File: src/rtl/pipe_skid_stage_if.sv
// Handshake bundle for pipe_skid_stage: upstream valid/ready/data in,
// downstream valid/ready/data out. The slave modport is the stage's view,
// and the master modport is the view of whatever drives and drains it.
interface pipe_skid_stage_if #(
    parameter int DATA_WIDTH = 96
);
    logic                  in_valid;
    logic                  in_ready;
    logic [DATA_WIDTH-1:0] in_data;
    logic                  out_valid;
    logic                  out_ready;
    logic [DATA_WIDTH-1:0] out_data;

    modport slave (
        input  in_valid,
        input  in_data,
        input  out_ready,
        output in_ready,
        output out_valid,
        output out_data
    );

    modport master (
        output in_valid,
        output in_data,
        output out_ready,
        input  in_ready,
        input  out_valid,
        input  out_data
    );
endinterface

File: src/rtl/pipe_skid_stage.sv
// pipe_skid_stage: elastic valid/ready register between pipeline stages.
// A main/skid register pair lets in_ready come straight from a flop, so
// downstream back-pressure never reaches upstream combinationally.
// Flush discards every held entry and reloads storage with BUBBLE_VALUE.
// Optional feature macro: PIPE_SKID_STATS_EN adds stall and flush counters.
module pipe_skid_stage #(
    parameter int                    DATA_WIDTH   = 96,
    parameter logic [DATA_WIDTH-1:0] BUBBLE_VALUE = '0,
    parameter int                    CNT_WIDTH    = 32
) (
    input  logic                 clk,
    input  logic                 rst,
    input  logic                 flush,
    pipe_skid_stage_if.slave     bus,
    output logic [1:0]           occupancy
`ifdef PIPE_SKID_STATS_EN
    ,
    output logic [CNT_WIDTH-1:0] stall_cycles,
    output logic [CNT_WIDTH-1:0] flushed_entries
`endif
);

    localparam logic [1:0] ST_EMPTY = 2'd0;
    localparam logic [1:0] ST_ONE   = 2'd1;
    localparam logic [1:0] ST_FULL  = 2'd2;

    logic [1:0]            state_q, state_d;
    logic [DATA_WIDTH-1:0] main_q, main_d;
    logic [DATA_WIDTH-1:0] skid_q, skid_d;
    logic                  in_ready_q;
    logic                  out_valid_q;
    logic                  in_fire;
    logic                  out_fire;

    assign in_fire       = bus.in_valid & in_ready_q;
    assign out_fire      = out_valid_q & bus.out_ready;
    assign bus.in_ready  = in_ready_q;
    assign bus.out_valid = out_valid_q;
    assign bus.out_data  = main_q;

    // Next state and storage contents; flush overrides every normal move.
    always_comb begin
        state_d = state_q;
        main_d  = main_q;
        skid_d  = skid_q;
        if (flush) begin
            state_d = ST_EMPTY;
            main_d  = BUBBLE_VALUE;
            skid_d  = BUBBLE_VALUE;
        end else begin
            case (state_q)
                ST_EMPTY: begin
                    if (in_fire) begin
                        state_d = ST_ONE;
                        main_d  = bus.in_data;
                    end
                end
                ST_ONE: begin
                    if (in_fire && !out_fire) begin
                        state_d = ST_FULL;
                        skid_d  = bus.in_data;
                    end else if (out_fire && !in_fire) begin
                        state_d = ST_EMPTY;
                        main_d  = BUBBLE_VALUE;
                    end else if (in_fire && out_fire) begin
                        main_d  = bus.in_data;
                    end
                end
                ST_FULL: begin
                    // in_ready is low here, so only the drain side can move.
                    if (out_fire) begin
                        state_d = ST_ONE;
                        main_d  = skid_q;
                        skid_d  = BUBBLE_VALUE;
                    end
                end
                default: begin
                    state_d = ST_EMPTY;
                    main_d  = BUBBLE_VALUE;
                    skid_d  = BUBBLE_VALUE;
                end
            endcase
        end
    end

    // State, storage and the registered handshake outputs.
    always_ff @(posedge clk) begin
        if (rst) begin
            state_q     <= ST_EMPTY;
            main_q      <= BUBBLE_VALUE;
            skid_q      <= BUBBLE_VALUE;
            in_ready_q  <= 1'b1;
            out_valid_q <= 1'b0;
        end else begin
            state_q     <= state_d;
            main_q      <= main_d;
            skid_q      <= skid_d;
            in_ready_q  <= (state_d != ST_FULL);
            out_valid_q <= (state_d != ST_EMPTY);
        end
    end

    // Occupancy decode from the current state.
    always_comb begin
        case (state_q)
            ST_ONE:  occupancy = 2'd1;
            ST_FULL: occupancy = 2'd2;
            default: occupancy = 2'd0;
        endcase
    end

`ifdef PIPE_SKID_STATS_EN
    logic [CNT_WIDTH-1:0] stall_q;
    logic [CNT_WIDTH-1:0] flushed_q;
    logic [1:0]           flush_drop;

    function automatic logic [CNT_WIDTH-1:0] sat_add(
        input logic [CNT_WIDTH-1:0] a,
        input logic [1:0]           inc
    );
        logic [CNT_WIDTH:0] sum;
        sum = {1'b0, a} + {{(CNT_WIDTH - 1){1'b0}}, inc};
        return sum[CNT_WIDTH] ? {CNT_WIDTH{1'b1}} : sum[CNT_WIDTH-1:0];
    endfunction

    // An entry leaving downstream in the flush cycle was delivered, not dropped.
    assign flush_drop = occupancy - {1'b0, out_fire};

    // Saturating statistics; only reset clears them, flush does not.
    always_ff @(posedge clk) begin
        if (rst) begin
            stall_q   <= '0;
            flushed_q <= '0;
        end else begin
            if (bus.in_valid && !in_ready_q) begin
                stall_q <= sat_add(stall_q, 2'd1);
            end
            if (flush) begin
                flushed_q <= sat_add(flushed_q, flush_drop);
            end
        end
    end

    assign stall_cycles    = stall_q;
    assign flushed_entries = flushed_q;
`else
    logic unused_cnt_width;
    assign unused_cnt_width = (CNT_WIDTH > 0);
`endif

endmodule
File: src/flat_wrapper.sv
// flat-port wrapper written by rule: the top's interface ports become plain ports
module pipe_skid_stage_flat 
#(
    parameter int                    DATA_WIDTH   = 96,
    parameter logic [DATA_WIDTH-1:0] BUBBLE_VALUE = '0,
    parameter int                    CNT_WIDTH    = 32
)
  (clk, rst, flush, occupancy, bus_in_valid, bus_in_data, bus_out_ready, bus_in_ready, bus_out_valid, bus_out_data);
  pipe_skid_stage_if #(.DATA_WIDTH(DATA_WIDTH)) bus_i ();
  input  logic clk;
  input  logic rst;
  input  logic flush;
  output logic [1:0] occupancy;
  input wire logic [$bits(bus_i.in_valid)-1:0] bus_in_valid;
  input wire logic [$bits(bus_i.in_data)-1:0] bus_in_data;
  input wire logic [$bits(bus_i.out_ready)-1:0] bus_out_ready;
  output wire logic [$bits(bus_i.in_ready)-1:0] bus_in_ready;
  output wire logic [$bits(bus_i.out_valid)-1:0] bus_out_valid;
  output wire logic [$bits(bus_i.out_data)-1:0] bus_out_data;
  assign bus_i.in_valid = bus_in_valid;
  assign bus_i.in_data = bus_in_data;
  assign bus_i.out_ready = bus_out_ready;
  assign bus_in_ready = bus_i.in_ready;
  assign bus_out_valid = bus_i.out_valid;
  assign bus_out_data = bus_i.out_data;
  pipe_skid_stage #(.DATA_WIDTH(DATA_WIDTH), .BUBBLE_VALUE(BUBBLE_VALUE), .CNT_WIDTH(CNT_WIDTH)) u_core (.clk(clk), .rst(rst), .flush(flush), .bus(bus_i), .occupancy(occupancy));
endmodule
File: config.mk
export PLATFORM = sky130hd
export DESIGN_NAME = pipe_skid_stage_flat
export DESIGN_NICKNAME = d
export VERILOG_FILES = /design/src/rtl/pipe_skid_stage_if.sv /design/src/rtl/pipe_skid_stage.sv /design/src/flat_wrapper.sv
export SDC_FILE = /design/constraint.sdc
export NUM_CORES = 1
export LEC_CHECK = 0
export BUFFER_PORTS_ARGS = -buffer_cell sky130_fd_sc_hd__buf_2
export CORE_UTILIZATION = 40
export DETAILED_ROUTE_END_ITERATION = 10
export GPL_TIMING_DRIVEN = 1
export REMOVE_ABC_BUFFERS = 1
export SYNTH_ARGS = -nofsm -noshare
export SYNTH_HDL_FRONTEND = slang
export SYNTH_SLANG_ARGS = --single-unit
File: constraint.sdc
create_clock -name clk -period 2 [get_ports clk]
set_clock_uncertainty 0.05 [all_clocks]
set_input_delay 0.4 -clock clk [delete_from_list [all_inputs] [get_ports clk]]
set_output_delay 0.4 -clock clk [all_outputs]
set_load 0.01 [all_outputs]
Yosys cells after proc, flatten, opt, wreduce, memory -nomap -nowiden --
Index checks and enable logic that the tools add are counted.
Word-level totals: bits in registers 196, bits in latches 0, memory bits (writable) 0, ROM bits 0, bits of input ports 101, output and inout bits 100, memories 0
Operators by class: add/subtract/negate cells 0, multiply operators 0, divide/modulo/power cells 0, $lt $le $gt $ge 0, equality and inequality tests 8, shifts and indexed selects 0, mux-type cells 16, bitwise gates (word level) 3, reduce and logical (&&, ||, !) cells 10
Operator list (number):
- 96-bit two-way mux | 7
- 96-bit one-hot mux with 3 select lines | 2
- 2-bit two-way mux | 5
- 2-bit by 1-bit inequality test with 1-bit output (second input constant) | 3
- 2-bit one-hot mux with 3 select lines | 1
- 2-bit inequality test (second input constant) | 2
- 2-bit one-hot mux with 2 select lines | 1
- 4-bit AND reduction | 1
- 1-bit logical AND | 3
- 3-bit by 1-bit inequality test with 1-bit output (second input constant) | 1
- 3-bit AND reduction | 1
- 1-bit AND | 2
- 2-bit by 1-bit == test with 1-bit output (second input constant) | 1
- 2-bit == test (second input constant) | 1
- 1-bit zero test | 2
- 2-bit zero test | 1
- 2-bit nonzero test | 1
- 2-bit OR reduction | 1
- 1-bit NOT | 1

Depth between registers and ports, before layout --
Gate-level depths: netlist of the first run.
depth after elaboration 8, depth in mapped cells 7

Worst setup path after synthesis of the first run --
No wires, ideal clock.
path type flip-flop to flip-flop, start point reg u_core.state_q[1], end point reg u_core.main_q[77] (netlist: u_core.bus.out_data[77]), arrival time 1.443 ns, data required time 1.822 ns, setup slack 0.379 ns, stages on the path, launching flop included 7, path buffers 3, clock period less this slack 1.621 ns, cell sequence dfxtp_1 -> buf_4 -> buf_4 -> buf_2 -> mux2_2 -> a22oi_1 -> nor2_1
On the way: cells in the longest elaborated chain, start to end 3, elaborated cells between the ends (all ways) 9, those cells by class 6 x eq/ne; 1 x mux; 2 x reduce/logical
RTL lines:
- from (decl) | line pipe_skid_stage.sv:27 | logic [1:0] state_q, state_d;
- from (signal assigned) | line pipe_skid_stage.sv:95 | state_q <= state_d;
- 2-bit by 1-bit == test with 1-bit output (tied with other cells) | line pipe_skid_stage.sv:51 | case (state_q)
- 3-bit by 1-bit inequality test with 1-bit output (no source line) (tied with other cells)
- 4-bit AND reduction (no source line)
- to (signal assigned) | line pipe_skid_stage.sv:96 | main_q <= main_d;
- to (decl) | line pipe_skid_stage.sv:28 | logic [DATA_WIDTH-1:0] main_q, main_d;
Several ways; a longest one is shown, not always the timed one. A chain may end at the register's enable or synchronous reset.

Final worst setup path of the first run --
start point reg u_core.state_q[1], end point out occupancy[0]
On the way: cells in the longest elaborated chain, start to end 2, elaborated cells between the ends (all ways) 3, those cells by class 2 x eq/ne; 1 x mux
RTL lines:
- 2-bit == test / 2-bit by 1-bit == test with 1-bit output (equally long branches) | line pipe_skid_stage.sv:105 | case (state_q)
- 2-bit one-hot mux with 2 select lines * | line pipe_skid_stage.sv:105
- to (decl) | line flat_wrapper.sv:13 | output logic [1:0] occupancy;
Mark *: on every way between the ends. The rest lies on a longest branch, timed or not.

==> impl_results.md, run 1 <==
* Asr flop ratio synth at 0%
* # port buffers at 200
* Gr usage total at 19.6%
* Min-delay src: bus_in_data[43]
* Chip height at around 150 microns
* Via density at 4.98
* WHS Path Cells at 3
* Initial antenna violation count at 1
* CTS root buffer: clkbuf_16
* Hold Path Class: in -> reg
* WL per Instance at 15.7 microns
* Slew headroom at between 60 and 70%
* Clock sink count at between 150 and 200
* Seq cells post-synth at 196
* GRT overflow at 0
* Compound-Gate Fraction of Synth Area at about a tenth
* LEAKAGE at roughly 4.1 nW
* CP Data Arrival Time at roughly 1.4 ns
* Count leader, synth: dfxtp_1
* DRT Wirelength at between 20000 and 25000 microns
* CTS tree: done
* Flop-to-flop setup slack at approximately 0.37 ns
* Crit share post-route at a little over 90%
* Worst Setup Slack, final at between 0.15 and 0.2 ns
* Area growth from synthesis to layout at 23.7%
* Largest family of logic cells by synthesized area: multiplexers
* First drt pass iteration count at 5
* Largest cells by area after synthesis: dfxtp_1, mux2_2, mux2i_1
* CTS Buffer Depth at 2
* FF-to-FF End: u_core.bus.out_data[58]
* F_max at between 0.5 and 0.6 GHz
* First-pass GRT wire length at 33500 microns
* Initial core utilization at around two fifths
* DR vias at about 6600
* Cells after synthesis at 871
* Crit-path max FO at 11
* Share of the synthesized area in the top cell type at roughly 47%
* Yosys warning count at 0
* Vias in the first global route at 6359
* CTS clock-pin slew for the worst setup and hold paths at 0.08 ns
* Cell Rows at 52
* Htree depth at 4
* # DRC at 0
* Post-route ant nets at 0
* Synth Area in Simple Gates at a little over an eighth
* Share of layout cells above drive strength 1 at ~34%
* Nets at approximately 1100
* Max cap viols at 0
* Hold path endpoint: u_core.skid_q[43]
* Core area at 0.0203 sq mm
* GPL Wtd Cong at ~0.76
* Clock Latency Late Sink at approximately 0.42 ns
* Io pins at about 200
* Actual slew at the worst max-slew pin at between 0.5 and 0.6 ns
* Cell accounting for the most synthesized area: dfxtp_1
* Synth Area in XOR/XNOR at 0.210%
* Post-synth top flop: dfxtp_1
* DP Wirelength at about 13000 microns
* Worst-case vdd ir drop at around 0.00056 V
* Fin cells at roughly 1300
* FF-to-FF Start: u_core.bus.in_ready
* Slew Limit Fails at 0
* Final setup violation count at 0
* RSZ-0062 raised after global routing: false
* Multiplexer share of the synthesized area at 24.5%
* Die ar. at about 0.021 sq mm
* Number of synthesized flops with an enable pin at 0
* Register-to-Register Path Depth at 5
* Post-Synth Adder-Cell Area at 0%
* Yosys cell types at 25
* Sequential area share after synthesis at 47.1%
* Status: completed
* Final hold violations at 0
* Largest net degree at the start of global routing at between 90 and 100
* Setup crit end kind: output pin
* CP Class: reg -> out
* Clock buffer count from CTS at 17
* Ranking of synthesized cells by instance count: dfxtp_1, nand2_1, nor2_1
* Post-placement worst setup slack at between 0.2 and 0.25 ns
* Worst EP required at between 1.5 and 2 ns
* Power per standard cell area at 821 mW/mm^2
* Critical path startpoint category: flip-flop
* Tmin final at approximately 1.8 ns
* Initial DRC Count at between 200 and 300
* Cell Area, Synth at between 0.008 and 0.009 sq mm
* Die W at 146 microns
* Synth Area per Inst at 9.56 sq um
* Placed cell count at 1289
worst max-delay path, stage by stage (launching register included):
cell and delay (ns):
dfxtp_4 0.47, nand2b_1 0.30, inv_1 0.06, buf_2 0.14
flip-flops by register name (all words and copies together), names as in the netlist:
register,cells
u_core.skid_q,96
u_core.bus.out_data,96
u_core.bus.out_valid,1
u_core.state_q,2
u_core.bus.in_ready,1
timing repair:
item                                    CTS  global route
resized for setup                         0             0
endpoints found under the hold margin     0             0
buffers inserted                          0             1
endpoints found under the setup margin    0             1
hold buffers                              0             0
kinds of logic after synthesis:
family / Yosys count
and+or+nand+nor: 300
DFF: 196
muxes: 192
AOI/OAI and AO/OA: 105
buffers and inverters: 76
xor gates and xnor gates: 2
layout make-up:
type / count / area (sq um)
clock buffer: 20 / 458
timing repair buffer: 222 / 1390
fill: 1945 / 10000
clock inverter: 12 / 144
multi-input combinational: 599 / 4040
antenna: 1 / 2.50
sequential: 196 / 3930
inverter: 3 / 11.3
tap: 270 / 338
routing by layer:
metal  vias to the layer above  wire [microns]  share of wire [%]  GRT usage [%]
met1                      3103            9890                 47           25.8
met5                         -               0                  0              0
met3                         9            1120                5.4           5.03
met4                         0             168               0.81           5.26
met2                       163            9640                 46           31.6
li1                       3318               -                  -              -
stage by stage:
stage	hold WS [ns]	total power (W)	instance area, sq um	utilization [%]	setup TNS [ns]
after floorplan	0.381	0.00464	7940	-	-758.00
after global placement	0.388	0.00504	9680	47.7	0
after detailed placement	0.396	0.00505	9680	47.7	0
after CTS	0.147	0.00858	10300	50.7	0
after global routing	0.150	0.00881	10300	50.7	0
final	0.174	0.00846	10300	50.7	0
how the worst max path moves through the flow:
stage,depth (start not counted),to,slack (ns),start
2_1_floorplan,3,u_core.skid_q[0],-4.81,u_core.state_q[1]
3_3_place_gp,7,u_core.skid_q[60],0.24,bus_out_ready
3_5_place_dp,7,u_core.skid_q[82],0.21,bus_out_ready
4_1_cts,3,occupancy[0],0.03,u_core.state_q[1]
5_1_grt,3,occupancy[0],0.08,u_core.state_q[1]
6_report,3,occupancy[0],0.16,u_core.state_q[1]
cells in the final DEF (no fill, tap or decap):
master / count
o32ai_4: 1
inv_1: 3
diode_2: 1
clkinv_2: 1
dfxtp_4: 1
nand2b_1: 2
inv_6: 2
clkinv_4: 1
clkinvlp_4: 4
buf_4: 4
o22a_1: 1
a21oi_1: 2
a31oi_1: 1
mux2_2: 96
and3_1: 1
inv_8: 2
dfxtp_1: 195
clkbuf_1: 2
mux2i_1: 96
a22oi_1: 96
clkbuf_8: 1
a22o_4: 1
a21o_1: 1
nand2_1: 195
nor2_4: 3
o21ai_0: 1
bufinv_16: 2
xor2_1: 2
buf_12: 17
a21boi_2: 1
clkbuf_16: 18
nor2_1: 98
or2_4: 1
buf_2: 200
power by group:
group	switching (W)	internal, W
clock	0.00156	0.00195
combinational	0.000514	0.000418
sequential	0.0000432	0.00397
Power figures use the tool's default switching activity.
==> inputs of run 2 (changes only) <==
- BUFFER_PORTS_ARGS: -buffer_cell sky130_fd_sc_hd__buf_2 -> default
- CELL_PAD_IN_SITES_DETAIL_PLACEMENT: default -> 0
- CELL_PAD_IN_SITES_GLOBAL_PLACEMENT: default -> 1
- CORE_ASPECT_RATIO: default -> 0.7
- DONT_BUFFER_PORTS: default -> 1
- PLACE_DENSITY_LB_ADDON: default -> 0.1
==> run 2 against run 1 <==
Cell area decreased by 11%. Die area about the same. Register-to-register slack worse by 0.11 ns. Critical path depth grew 2. Clock-buffer cell count decreased by 2. Worst setup slack improved by 0.10 ns. Sequential power rose by 1%. Combinational power is 26% lower. Sequential share of layout area is 4.8 points higher. Critical path type is now reg -> reg. Critical endpoint is now u_core.skid_q[1]. Sequential cell count stayed put. Largest power group unchanged. Worst hold slack got worse by 0.12 ns. First-iteration DRC count increased by 16%.
==> impl_results.md, run 2 (same netlist as run 1, synthesis figures left out) <==
* Status: completed
* Initial antenna violation count at 0 (-1)
* WL per Instance at 19.3 microns (+23%)
* Core area at 0.0201 sq mm (-0.88%)
* Nets at 935 (-18%)
* Share of layout cells above drive strength 1 at 18.1% (-16 points)
* Io pins at 201 (unchanged)
* CTS clock-pin slew for the worst setup and hold paths at 0.08 ns (about the same)
* Tot Pwr at 0.00816 W (-3.5%)
* Critical-path cell list: nand2_1, a31oi_1, nor2_4, buf_12, mux2i_1
* First drt pass iteration count at 5 (unchanged)
* Diodes inserted at 0 (-1)
* Worst-case vdd ir drop at 0.000486 V (-14%)
* Final hold slack at 0.0499 ns (-0.124 ns)
* Initial DRC Count at 318 (+16%)
* CP Class: reg -> reg
* RSZ-0062 raised after global routing: false
* CP peak stage delay at 0.36 ns (-0.11 ns)
* Post-route ant nets at 0 (unchanged)
* Met3 Use GR at 8.86% (+3.8 points)
* Die ar. at 0.0214 sq mm (about the same)
* CTS root buffer: clkbuf_16
* Gr usage total at 20.0% (+0.44 points)
* LEAKAGE at 3.08 nW (-24%)
* Hold Path Class: in -> reg
* Htree depth at 4 (unchanged)
* Via density at 5.49 (+10%)
* CP Data Arrival Time at 2.03 ns (+0.64 ns)
* Count of hold-fix buffers inserted at cts at 0 (unchanged)
* Part of the power in combinational logic at 8.5% (-2.5 points)
* Total negative slack at 0 ns (unchanged)
* Met1 usage at 24.2% (-1.5 points)
* Critical path startpoint category: flip-flop
* Worst path slowest cell: buf_12
* Area growth from synthesis to layout at 9.96%
* Register-to-Register Path Depth at 5 (unchanged)
* F_max at 0.574 GHz (+5.8%)
* DR vias at 6130 (-7.0%)
* WHS Path Cells at 2 (-1)
* DP Wirelength at 12900 microns (+0.40%)
* Cell Rows at 43 (-17%)
* Global-route met2 utilization at 32.1% (+0.50 points)
* Clock sink count at 196 (unchanged)
* Tmin final at 1.74 ns (-0.102 ns)
* Setup crit end kind: flip-flop
* First-pass GRT wire length at 33300 microns (-0.68%)
* Initial core utilization at 41.4% (+0.36 points)
* Net Sw Frac at 25.8% (+0.76 points)
* Setup bufs post-CTS at 0 (unchanged)
* Crit share post-route at 87.0% (-5.1 points)
* Grt peak-use layer: met2
* Number of fill cells in the layout at 1922 (-1.2%)
* Slew headroom at 57.1% (-7.2 points)
* Power per standard cell area at 891 mW/mm^2 (+8.5%)
* GRT overflow at 0 (unchanged)
* Post_cts resized at 0 (unchanged)
* Vias in the first global route at 6044 (-5.0%)
* Seq pwr share at 49.8% (+2.3 points)
* Final hold violations at 0 (unchanged)
* Clock buffer count from CTS at 17 (unchanged)
* Int Power at 0.00605 W (-4.5%)
* Most frequent cells in the layout: nand2_1, dfxtp_1, nor2_1
* Crit-path max FO at 54 (+43)
* Chip height at 123 microns (-16%)
* # port buffers at 0 (-100%)
* Die W at 174 microns (+19%)
* DRT Wirelength at 21500 microns (+3.4%)
* Max cap viols at 0 (unchanged)
* Largest net degree at the start of global routing at 99 (unchanged)
* Placed cell count at 1085 (-16%)
* NetSw at 0.00211 W (-0.57%)
* CTS tree: done
* Worst EP required at 2.29 ns (+0.74 ns)
* Part of the power in the clock network at 41.7% (+0.2 points)
* CTS Buffer Depth at 2 (unchanged)
* Slew Limit Fails at 0 (unchanged)
* Final setup violation count at 0 (unchanged)
* Actual slew at the worst max-slew pin at 0.644 ns (+0.108 ns)
* Fin cells at 1117 (-16%)
* Flop-to-flop setup slack at 0.26 ns (-0.11 ns)
* Clock Latency Late Sink at 0.43 ns (about the same)
* # DRC at 0 (unchanged)
* GPL Wtd Cong at 0.799 (+5.2%)
==> run 2: changes by cell type in the layout (fill, tap and decap cells not counted) <==
cell / before / now
buf_2: 200 / 0
buf_12: 17 / 11
buf_4: 4 / 6
clkbuf_1: 2 / 0
bufinv_16: 2 / 1
clkbuf_16: 18 / 17
clkinv_4: 1 / 2
diode_2: 1 / 0
inv_6: 2 / 3
inv_8: 2 / 3
==> run 2: layout make-up <==
class                   instances  area (sq um)  area share, %
clock buffers                  18           439           4.80
well taps                     270           338           3.69
repair buffers                 17           265           2.90
multi-input cells             599          4040           44.1
flip-flops and latches        196          3930           42.9
inverters                       3          11.3          0.123
clock inverters                14           143           1.56
==> run 2: power groups by stage <==
stage | registers [W] | clock network, W | logic (W)
after floorplan | 0.00414 | 0 | 0.000501
after global placement | 0.00415 | 0 | 0.000682
after detailed placement | 0.00415 | 0 | 0.000696
after CTS | 0.00406 | 0.00351 | 0.000700
after global routing | 0.00407 | 0.00367 | 0.000755
final | 0.00406 | 0.00341 | 0.000691
==> run 2: layer usage <==
metal  vias to the layer above  part of all wire (%)
met5                         -                     0
met4                         0                  0.60
met3                        12                    11
met2                       195                    45
met1                      2997                    44
li1                       2926                     -
==> run 2: final timing paths <==
check	from	endpoint
max reg2reg	u_core.bus.out_valid	u_core.skid_q[1]
max	u_core.bus.out_valid	u_core.skid_q[1]
min	bus_in_data[29]	u_core.skid_q[29]
min reg2reg	u_core.skid_q[71]	u_core.skid_q[71]
==> run 2: critical path, delay by kind of cell (launching register included) <==
| kind | cells | cell delay [ns] |
|---|---|---|
| AND/OR/NAND/NOR | 2 | 0.42 |
| buffers and inverters | 1 | 0.36 |
| flip-flops | 1 | 0.32 |
| multiplexers | 1 | 0.27 |
| AO/OA/AOI/OAI | 1 | 0.18 |
==> run 2: through the flow <==
| step | utilization (%) | setup slack, ns | instance area [sq um] |
|---|---|---|---|
| final | 45.5 | 0.259 | 9160 |
| after CTS | 45.5 | 0.254 | 9160 |
| after global routing | 45.5 | 0.158 | 9160 |
| after global placement | 42.6 | 0.292 | 8580 |
| after floorplan | - | -4.81 | 7940 |
| after detailed placement | 42.6 | 0.203 | 8580 |
